## config.mk

```make
export PLATFORM = sky130hd
export DESIGN_NAME = dac_spi_driver
export DESIGN_NICKNAME = d
export VERILOG_FILES = /design/src/rtl/dac_spi_driver.sv
export SDC_FILE = /design/constraint.sdc
export NUM_CORES = 1
export LEC_CHECK = 0
export BUFFER_PORTS_ARGS = -buffer_cell sky130_fd_sc_hd__buf_2
export CAP_MARGIN = 15
export CELL_PAD_IN_SITES_DETAIL_PLACEMENT = 2
export CELL_PAD_IN_SITES_GLOBAL_PLACEMENT = 2
export CORE_ASPECT_RATIO = 1.1
export CORE_MARGIN = 3
export CORE_UTILIZATION = 37
export CTS_CLUSTER_DIAMETER = 80
export DETAILED_ROUTE_END_ITERATION = 8
export GPL_ROUTABILITY_DRIVEN = 0
export GPL_TIMING_DRIVEN = 1
export PLACE_DENSITY_LB_ADDON = 0.1
export SLEW_MARGIN = 20
export SYNTH_ARGS = -nofsm -noshare
export SYNTH_HDL_FRONTEND = slang
export SYNTH_SLANG_ARGS = --single-unit
```

## constraint.sdc

```tcl
create_clock -name clock -period 2.5 [get_ports clock]
set_input_delay 0 -clock clock [delete_from_list [all_inputs] [get_ports clock]]
set_output_delay 0 -clock clock [all_outputs]
set_load 0.02 [all_outputs]
```

## src/rtl/dac_spi_driver.sv

```systemverilog
// dac_spi_driver: serial DAC output stage for the reference-sine generators.
// Captures a 16-bit sample per strobe and shifts {CMD_WORD, data} out as a
// 24-bit SPI frame (SCLK idles high, DAC samples on SCLK falling edge).
// A 1-deep pending buffer absorbs strobes that arrive mid-frame.
//
// Ports:
//   clock, reset    rising-edge clock, synchronous active-high reset
//   readyToOutput   output enable; low drops strobes, pending and overrun
//   sampleStrobe    single-cycle strobe, dataIn valid in that cycle
//   dataIn[15:0]    sample to transmit
//   busy            frame pending, shifting or in the CS gap
//   frameDone       one-cycle pulse when dacCs_n returns high
//   overrun         sticky: a pending sample was overwritten
//   dacCs_n         DAC chip select, active low
//   dacSclk         DAC serial clock
//   dacSdi          DAC serial data, MSB first
//
// Optional feature macro: DAC_OFFSET_BINARY_EN
//   defined: bit 15 of captured data is inverted (two's complement to
//   offset binary) and a midscale frame (16'h8000) is sent after reset.
module dac_spi_driver #(
   parameter int unsigned CLK_DIV  = 4,
   parameter logic [7:0]  CMD_WORD = 8'h30,
   parameter int unsigned CS_GAP   = 4
) (
   input  logic        clock,
   input  logic        reset,
   input  logic        readyToOutput,
   input  logic        sampleStrobe,
   input  logic [15:0] dataIn,
   output logic        busy,
   output logic        frameDone,
   output logic        overrun,
   output logic        dacCs_n,
   output logic        dacSclk,
   output logic        dacSdi
);

   typedef enum logic [1:0] {
      IDLE,
      LOAD,
      SHIFT,
      GAP
   } state_t;

   localparam logic [15:0] DIV_M1 = 16'(CLK_DIV - 1);
   localparam logic [15:0] GAP_M1 = 16'(CS_GAP - 1);

`ifdef DAC_OFFSET_BINARY_EN
   localparam logic [15:0] FLIP = 16'h8000;
   localparam logic        PARK = 1'b1;
`else
   localparam logic [15:0] FLIP = 16'h0000;
   localparam logic        PARK = 1'b0;
`endif

   state_t      state_q;
   logic [23:0] sr_q;
   logic [15:0] cnt_q;
   logic [15:0] gcnt_q;
   logic [4:0]  bit_q;
   logic [15:0] pend_q;
   logic        pendV_q;
   logic        park_q;
   logic        busy_q;
   logic        done_q;
   logic        ovr_q;
   logic        cs_q;
   logic        sclk_q;
   logic        sdi_q;

   logic        accept_d;
   logic [15:0] sample_d;

   assign accept_d = sampleStrobe & readyToOutput;
   assign sample_d = dataIn ^ FLIP;

   always_ff @(posedge clock) begin
      if (reset) begin
         state_q <= IDLE;
         sr_q    <= '0;
         cnt_q   <= '0;
         gcnt_q  <= '0;
         bit_q   <= '0;
         pend_q  <= '0;
         pendV_q <= 1'b0;
         park_q  <= PARK;
         busy_q  <= 1'b0;
         done_q  <= 1'b0;
         ovr_q   <= 1'b0;
         cs_q    <= 1'b1;
         sclk_q  <= 1'b1;
         sdi_q   <= 1'b0;
      end else begin
         done_q <= 1'b0;
         // Lags the state by one cycle so busy covers the final IDLE edge,
         // while the strobe term raises it right after acceptance.
         busy_q <= accept_d | (state_q != IDLE) | pendV_q | park_q;

         // Strobes outside IDLE land in the pending buffer.
         if (!readyToOutput) begin
            pendV_q <= 1'b0;
            ovr_q   <= 1'b0;
         end else if (accept_d && state_q != IDLE) begin
            pend_q  <= sample_d;
            pendV_q <= 1'b1;
            if (pendV_q) ovr_q <= 1'b1;
         end

         unique case (state_q)
            IDLE: begin
               if (park_q) begin
                  sr_q    <= {CMD_WORD, 16'h8000};
                  park_q  <= 1'b0;
                  state_q <= LOAD;
                  if (accept_d) begin
                     pend_q  <= sample_d;
                     pendV_q <= 1'b1;
                  end
               end else if (pendV_q && readyToOutput) begin
                  // Send the older sample; a same-cycle strobe refills.
                  sr_q    <= {CMD_WORD, pend_q};
                  state_q <= LOAD;
                  if (accept_d) pend_q <= sample_d;
                  else          pendV_q <= 1'b0;
               end else if (accept_d) begin
                  sr_q    <= {CMD_WORD, sample_d};
                  state_q <= LOAD;
               end
            end
            LOAD: begin
               cs_q    <= 1'b0;
               sclk_q  <= 1'b1;
               sdi_q   <= sr_q[23];
               cnt_q   <= '0;
               bit_q   <= '0;
               state_q <= SHIFT;
            end
            SHIFT: begin
               if (cnt_q != DIV_M1) begin
                  cnt_q <= cnt_q + 16'd1;
               end else begin
                  cnt_q <= '0;
                  if (sclk_q) begin
                     sclk_q <= 1'b0;
                  end else if (bit_q == 5'd23) begin
                     sclk_q  <= 1'b1;
                     cs_q    <= 1'b1;
                     sdi_q   <= 1'b0;
                     done_q  <= 1'b1;
                     gcnt_q  <= '0;
                     state_q <= GAP;
                  end else begin
                     sclk_q <= 1'b1;
                     sr_q   <= {sr_q[22:0], 1'b0};
                     sdi_q  <= sr_q[22];
                     bit_q  <= bit_q + 5'd1;
                  end
               end
            end
            GAP: begin
               if (gcnt_q == GAP_M1) state_q <= IDLE;
               else                  gcnt_q  <= gcnt_q + 16'd1;
            end
            default: state_q <= IDLE;
         endcase
      end
   end

   assign busy      = busy_q;
   assign frameDone = done_q;
   assign overrun   = ovr_q;
   assign dacCs_n   = cs_q;
   assign dacSclk   = sclk_q;
   assign dacSdi    = sdi_q;

endmodule

```

* Yosys cells after proc, flatten, opt, wreduce, memory -nomap -nowiden *
Cells that the tools add are included.
Widths: inputs -> output; s select.

word-level totals
  bits in registers = 86
  output and inout bits = 6
  word-level logic and storage cells = 97

cells by class
  add/sub/neg operators = 3
  equality and inequality tests = 13
  muxes and demuxes = 46
  bitwise gates (word level) = 5
  reduce and logical (&&, ||, !) cells = 17

operator list
  operator               number
  $mux 16                10
  $mux 24                5
  $pmux 16 s2            2
  $pmux 24 s2            1
  $add 16x1->16 const B  2
  $eq 16x2->1 const B    1
  $ne 16x2->1 const B    1
  $mux 5                 3
  $reduce_and 5->1       3
  $mux 1                 14
  $mux 2                 6
  $ne 2x2->1 const B     6
  $pmux 5 s2             1
  $pmux 2 s4             1
  $reduce_and 4->1       2
  $reduce_bool 2->1      4
  $pmux 1 s2             3
  $add 5x1->5 const B    1
  $eq 5x5->1 const B     1
  $eq 2x2->1 const B     2
  $reduce_and 2->1       2
  $reduce_or 4->1        1
  $ne 3x3->1 const B     1
  $reduce_and 3->1       1
  7 further kinds        10

* Longest topological paths before layout *
Gate-level depths: netlist (run 1).

  depth in word-level cells = 7
  gate-level depth with buffers = 9
  depth with buffers taken out = 7

* Least setup slack after synthesis (run 1) *
No wires, ideal clock.

  path type = register -> register
  from = register cnt_q[0]
  to = register cnt_q[10]
  library setup time = 117 ps
  arrival = 2129 ps
  slack = 254 ps
  stages on the path, launching flop included = 9
  period minus slack after synthesis = 2246 ps
  cells stage by stage = dfxtp_1 ha_1 or4b_4 nand4bb_4 and2_1 clkbuf_1 o21bai_1 buf_2 nor2_1

between the ends
  longest elaborated chain between the ends = 3
  elaborated cells on any way between the ends = 4
  classes of those cells = add/sub (1); eq/ne (1); mux (2)

RTL lines
  what                                                 RTL line  text
  from (decl)                                          59        logic [15:0] cnt_q;
  from (signal assigned)                               141       cnt_q <= cnt_q + 16'd1;
  $add 16x1->16 / $ne 16x2->1 (equally long branches)  141, 140
  $mux 16 *                                            140       if (cnt_q != DIV_M1) begin
  $pmux 16 s2 *                                        110       unique case (state_q)

Every way passes the cells marked *; elsewhere a longest branch is shown, timed or not.
A chain may end at the register's enable or synchronous reset.

* Worst setup path after layout (run 1) *
  from = register cnt_q[1]
  to = register gcnt_q[6]

between the ends
  longest elaborated chain between the ends = 3

RTL lines
  what                               RTL line  text
  $ne 16x2->1                        140
  $ne 2x2->1 (no source line)        n/a
  $reduce_and 5->1 (no source line)  n/a
  to (signal assigned)               163       else gcnt_q <= gcnt_q + 16'd1;
  to (decl)                          60        logic [15:0] gcnt_q;

No other way between the ends.

==> summary.md, run 1 <==
| Metric | Value |
|---|---|
| Share of cells above drive strength 1 | `14.31%` |
| Async set or reset register ratio after synthesis | `0%` |
| Critical Path Start Type | `flip-flop` |
| Main synth FF type | `dfxtp_1` |
| Vias | `3753` |
| IR drop worst, VDD | `0.0003179 V` |
| Wire length per cell | `17.17 um` |
| DR iter-0 viols | `120` |
| CTS Buf Count | `9` |
| Pleak | `1.938 nW` |
| Total grt overflow | `0` |
| Syn Std Cell Area | `4210 sq um` |
| Setup ws final | `113.2 ps` |
| Fin crit period | `2387 ps` |
| Post-synth top area cell | `dfxtp_1` |
| CP top delay family | `simple AND/OR/NAND/NOR gates` |
| Number of flops mapped to enable cells by yosys | `0` |
| Worst hold margin | `132.5 ps` |
| Clock buffer depth | `2` |
| Slew Viols, Final | `0` |
| CP max-delay cell | `or4_1` |
| Total length of routed wires | `11890 um` |
| Non-filler cells, final | `692` |
| Cell variety after synth | `58` |
| Outcome | `finished, final reports clean` |
| CP Cell Sequence | `ha_1 -> or4b_4 -> and4bb_4 -> a21boi_4 -> or4_1 -> a21oi_1` |
| Slowest stage delay, CP | `550 ps` |
| Post-Place Worst Slack | `57.33 ps` |
| DIE HEIGHT | `117.9 um` |
| Largest net degree at the start of global routing | `40` |
| CP Buf/Inv Count | `0` |
| DRC Markers | `0` |
| Die Span X | `107.7 um` |
| Antenna viol nets, final | `0` |
| CP Capture Type | `flip-flop` |
| Top-count cell post-synth | `dfxtp_1` |
| Slew HR | `56.86%` |
| Final-report setup violation count | `0` |
| Port bufs | `25` |
| Worst min-delay path class | `in2reg` |
| H-tree lvl count | `3` |
| Root buf cell | `clkbuf_16` |
| CTS Sinks | `86` |
| Yosys top cell area share | `40.89%` |
| Register area share after synthesis | `40.89%` |
| Vias in the first global route | `4136` |
| Worst Path Arrival | `2660 ps` |
| Avg Inst Size Synth | `8.557 sq um` |
| Total core area | `11010 sq um` |
| Drt first pass iters | `4` |
| Top post-synthesis cells by area | `dfxtp_1 (41%), mux2i_1 (8.1%), nand2_1 (6.6%), a21oi_1 (5.0%), nor2_1 (3.9%)` |
| Starting Density | `38.24%` |
| IO Pins | `26` |
| Final Net Count | `568` |
| Worst-path clk slew | `60 ps` |
| Setup Total Neg Slack | `0 ps` |
| GRT Resource Usage Total | `19.72%` |
| DP HPWL | `8200 um` |
| Unrepaired setup endpoints after global routing | `false` |
| WP data required | `2770 ps` |
| Vias/cell | `5.423` |
| First-pass GRT wire length | `20390 um` |
| Yosys reg bits | `86` |
| Final Cycle Share | `95.47%` |
| Max-cap violations | `0` |
| Slew at the pin closest to its max-slew limit | `644.1 ps` |
| Synthesized Nets | `519` |
| Clk_skew | `6.219 ps` |
| Final hold violations | `0` |
| Rows | `40` |
| Area Overhead vs Synth | `21.13%` |
| Die footprint | `12700 sq um` |
| Setup CP Type | `reg2reg` |
| Maximum clock frequency | `419.0 MHz` |
| Synthesized instance count | `492` |
| Worst skew pair latency | `340 ps` |
| Top cells by count, synth | `dfxtp_1 (86), nand2_1 (74), nor2_1 (44)` |
| Placed insts | `658` |
| Diode count | `0` |
| Synth warn | `0` |
| CTS tree | `built` |
| CP Max Fanout | `16` |
| Pwr dens | `918.5 nW/um^2` |
| Antenna violations before repair | `0` |
## per-layer routing
layer / global-route usage (%) / wire length [um] / up-vias
met5: 0 / 0 / -
met4: 6.156 / 101 / 0
met3: 3.127 / 201 / 7
met2: 35.30 / 6389 / 28
met1: 23.82 / 5192 / 1874
li1: - / - / 1844
## worst reg2reg max path: stages (launching register included)
cell and delay [ps]:
dfxtp_1 360, ha_1 200, or4b_4 520, and4bb_4 390, a21boi_4 140, or4_1 550, a21oi_1 160
## registers in the layout (all words and copies together), names as in the netlist
register   flops
sr_q          24
cnt_q         16
gcnt_q        16
pend_q        16
bit_q          5
state_q        2
busy           1
dacCs_n        1
dacSclk        1
dacSdi         1
frameDone      1
overrun        1
pendV_q        1
## worst paths after layout
kind         cells after the start                      to                   from  slack [ps]
max                              6  gcnt_q[6]$_SDFFE_PP0P_  cnt_q[1]$_SDFFE_PP0P_         110
min                              2   sr_q[12]$_SDFFE_PP0P_                  reset         130
max reg2reg                      6  gcnt_q[6]$_SDFFE_PP0P_  cnt_q[1]$_SDFFE_PP0P_         110
min reg2reg                      2   pend_q[13]$_SDFF_PP0_  pend_q[13]$_SDFF_PP0_         460
## metrics by stage
stage	instance area, sq um	power, W	utilization, %
detailed placement	4562	0.003127	41.43
finish	5100	0.004684	46.32
global route	5100	0.004974	46.32
global placement	4562	0.003066	41.43
CTS	5080	0.004736	46.14
floorplan	4210	0.002737	-
## layout make-up
class,instances,area [sq um]
well taps,147,183.9
flip-flops and latches,86,1723
repair buffers,63,467.9
clock inverters,4,95.09
clock buffers,11,242.7
fillers,1221,5911
multi-input cells,370,2346
inverters,11,41.29
## cells in the final DEF (no fill, tap or decap), types with 7 or more instances in the layout
| cell type | synthesis | routed |
|---|---|---|
| or4_1 | 9 | 9 |
| o31ai_1 | 10 | 10 |
| buf_4 | 1 | 19 |
| a21oi_1 | 42 | 42 |
| a31oi_1 | 7 | 7 |
| nand2b_1 | 10 | 10 |
| buf_2 | 2 | 25 |
| nor2_1 | 44 | 44 |
| nand3_1 | 17 | 17 |
| nor3_1 | 7 | 7 |
| dfxtp_1 | 86 | 85 |
| mux2i_1 | 34 | 34 |
| nand4_1 | 9 | 9 |
| inv_1 | 11 | 11 |
| clkbuf_16 | 0 | 9 |
| dlygate4sd3_1 | 0 | 18 |
| nand2_1 | 74 | 74 |
| o21ai_0 | 23 | 23 |
| xor2_1 | 9 | 9 |
## what timing repair did
| action | 4_1_cts | 5_1_grt |
|---|---|---|
| hold endpoints to repair | 18 | 0 |
| setup endpoints to repair | 0 | 10 |
| hold buffers | 18 | 0 |
| resized for setup | 0 | 3 |
| buffers inserted | 0 | 1 |
## where the power goes
part	switching, W	internal [W]	total (W)
Sequential	0.000108	0.00156	0.00166
Clock	0.000559	0.000998	0.00156
Combinational	0.000874	0.000591	0.00146
Total	0.00154	0.00314	0.00468
## logic make-up (layout without fill, tap and decap cells)
family / Yosys count / count (layout) / share of synthesized area, %
AND/OR/NAND/NOR: 213 / 213 / 26.48
AO/OA/AOI/OAI: 102 / 102 / 15.81
flip-flops: 86 / 86 / 40.89
buffers and inverters: 36 / 89 / 3.715
multiplexers: 34 / 34 / 8.083
XOR/XNOR: 13 / 13 / 2.704
adder cells (fa/ha/maj): 8 / 8 / 2.318
No activity file was read; power rests on OpenSTA's default activity.
==> inputs of run 2 (changes only) <==
Clock period 2.5 ns to 2.3 ns, I/O delays scaled along.
==> summary.md, run 2 (synthesis gave the netlist of run 1 again) <==
| Metric | Value |
|---|---|
| Outcome | `finished, final reports clean` |
| P_sw | `0.001912 W` |
| Maximum clock frequency | `439.7 MHz` |
| Worst skew pair latency | `350 ps` |
| Commonest non-fill, non-tap cell in the layout | `dfxtp_1` |
| Unrepaired setup endpoints after global routing | `true` |
| Finished layout cell area | `5354 sq um` |
| Vias in the first global route | `4263` |
| CTS tree | `built` |
| Reg2reg path depth | `8` |
| Area Overhead vs Synth | `27.16%` |
| Final Cycle Share | `98.88%` |
| Clock power frac | `30.3%` |
| CTS Sinks | `86` |
| Pwr dens | `1019 nW/um^2` |
| WHS Path Cells | `3` |
| Combinational power share | `36.2%` |
| DP HPWL | `8609 um` |
| Critical Path Start Type | `flip-flop` |
| Starting Density | `38.24%` |
| Clock buffer depth | `2` |
| Post-DP Area | `4629 sq um` |
| Worst Path Arrival | `2550 ps` |
| Antenna viol nets, final | `0` |
| Diode count | `0` |
| Fin crit period | `2274 ps` |
| Final-report setup violation count | `0` |
| Total core area | `11010 sq um` |
| Vias | `3980` |
| Switch share | `35.05%` |
| IR drop worst, VDD | `0.0003679 V` |
| Max reg flops | `24` |
| Die Span X | `107.7 um` |
| Total grt overflow | `0` |
| Drt first pass iters | `4` |
| Max-cap violations | `0` |
| Pleak | `2.039 nW` |
| Pint | `0.003543 W` |
| DR iter-0 viols | `174` |
| Setup CP Type | `reg2reg` |
| Clk_skew | `6.194 ps` |
| Setup ws final | `25.76 ps` |
| IO Pins | `26` |
| CP Max Fanout | `6` |
| Util after Layout | `48.63%` |
| Share of cells above drive strength 1 | `20.49%` |
| CP Capture Type | `flip-flop` |
| DIE HEIGHT | `117.9 um` |
| Final Net Count | `588` |
| Root buf cell | `clkbuf_16` |
| Total length of routed wires | `14530 um` |
| Slew Viols, Final | `0` |
| Antenna violations before repair | `0` |
| Slew at the pin closest to its max-slew limit | `642.4 ps` |
| Final hold violations | `0` |
| Largest net degree at the start of global routing | `29` |
| GRT Resource Usage Total | `21.37%` |
| Die footprint | `12700 sq um` |
| WP data required | `2580 ps` |
| Post-Place Worst Slack | `-17.90 ps` |
| Port bufs | `25` |
| H-tree lvl count | `3` |
| First-pass GRT wire length | `21840 um` |
| Wire length per cell | `20.37 um` |
| Rows | `40` |
| Sequential Power Share | `33.5%` |
| Worst min-delay path class | `in2reg` |
| CTS Buf Count | `9` |
| Biggest register | `sr_q` |
| Worst-path clk slew | `60 ps` |
| Vias/cell | `5.582` |
| Slew HR | `57.17%` |
| Most frequent cells in the layout | `dfxtp_1 (84), nand2_1 (74), nor2_1 (43)` |
| DRC Markers | `0` |
-- run 2: final timing paths --
| path | startpoint | end | slack (ps) |
|---|---|---|---|
| max | cnt_q[0]$_SDFFE_PP0P_ | bit_q[2]$_SDFFE_PP0P_ | 30 |
| min | sampleStrobe | busy$_SDFF_PP0_ | 60 |
| max reg2reg | cnt_q[0]$_SDFFE_PP0P_ | bit_q[2]$_SDFFE_PP0P_ | 30 |
| min reg2reg | pend_q[14]$_SDFF_PP0_ | pend_q[14]$_SDFF_PP0_ | 460 |
-- run 2: stage by stage --
stage | TNS (ps) | hold WS, ps | cells | total power (W)
after floorplan | 0 | 136.0 | 492 | 0.002975
after global placement | 0 | 252.4 | 667 | 0.003367
after detailed placement | -38.49 | 261.1 | 667 | 0.003451
after CTS | 0 | 25.64 | 700 | 0.005157
after global routing | -554.1 | 74.54 | 713 | 0.005740
final | 0 | 57.57 | 713 | 0.005455
-- run 2: routing by layer --
layer / routed length (um) / global-route usage [%] / up-vias / part of all wire [%]
met5: 0 / 0 / - / 0
met4: 221 / 7.103 / 0 / 1.5
met1: 6122 / 25.20 / 2021 / 42
met2: 7921 / 38.69 / 44 / 55
met3: 261 / 3.511 / 20 / 1.8
li1: - / - / 1895 / -
-- run 2: timing repair --
item / CTS / global route
gates cloned: 0 / 3
buffers inserted: 0 / 10
setup endpoints to repair: 7 / 39
gates resized for setup: 4 / 17
endpoints found under the hold margin: 18 / 0
hold buffers: 17 / 0
pin swaps: 0 / 12
-- run 2: layout make-up --
cell class                 count  area, sq um
clock buffer                  11        252.7
clock inverter                 5        81.33
fill                        1190         5657
inverter                      11        41.29
multi-input combinational    371         2427
sequential                    86         1724
tap                          147        183.9
timing repair buffer          82        643.1
-- run 2: power by group through the flow --
stage | Sequential, W | Combinational (W) | Clock (W)
floorplan | 0.00183 | 0.00115 | 0
global placement | 0.00182 | 0.00154 | 0
detailed placement | 0.00184 | 0.00161 | 0
CTS | 0.00181 | 0.00167 | 0.00168
global route | 0.00184 | 0.00216 | 0.00174
finish | 0.00183 | 0.00197 | 0.00165
-- run 2: critical path, cell delays in order (launching register included) --
cell and delay (ps):
dfxtp_2 350, ha_4 130, or4b_4 470, buf_4 160, nor4_4 200, buf_4 200, nand4_4 140, or3_4 400
a21oi_2 150
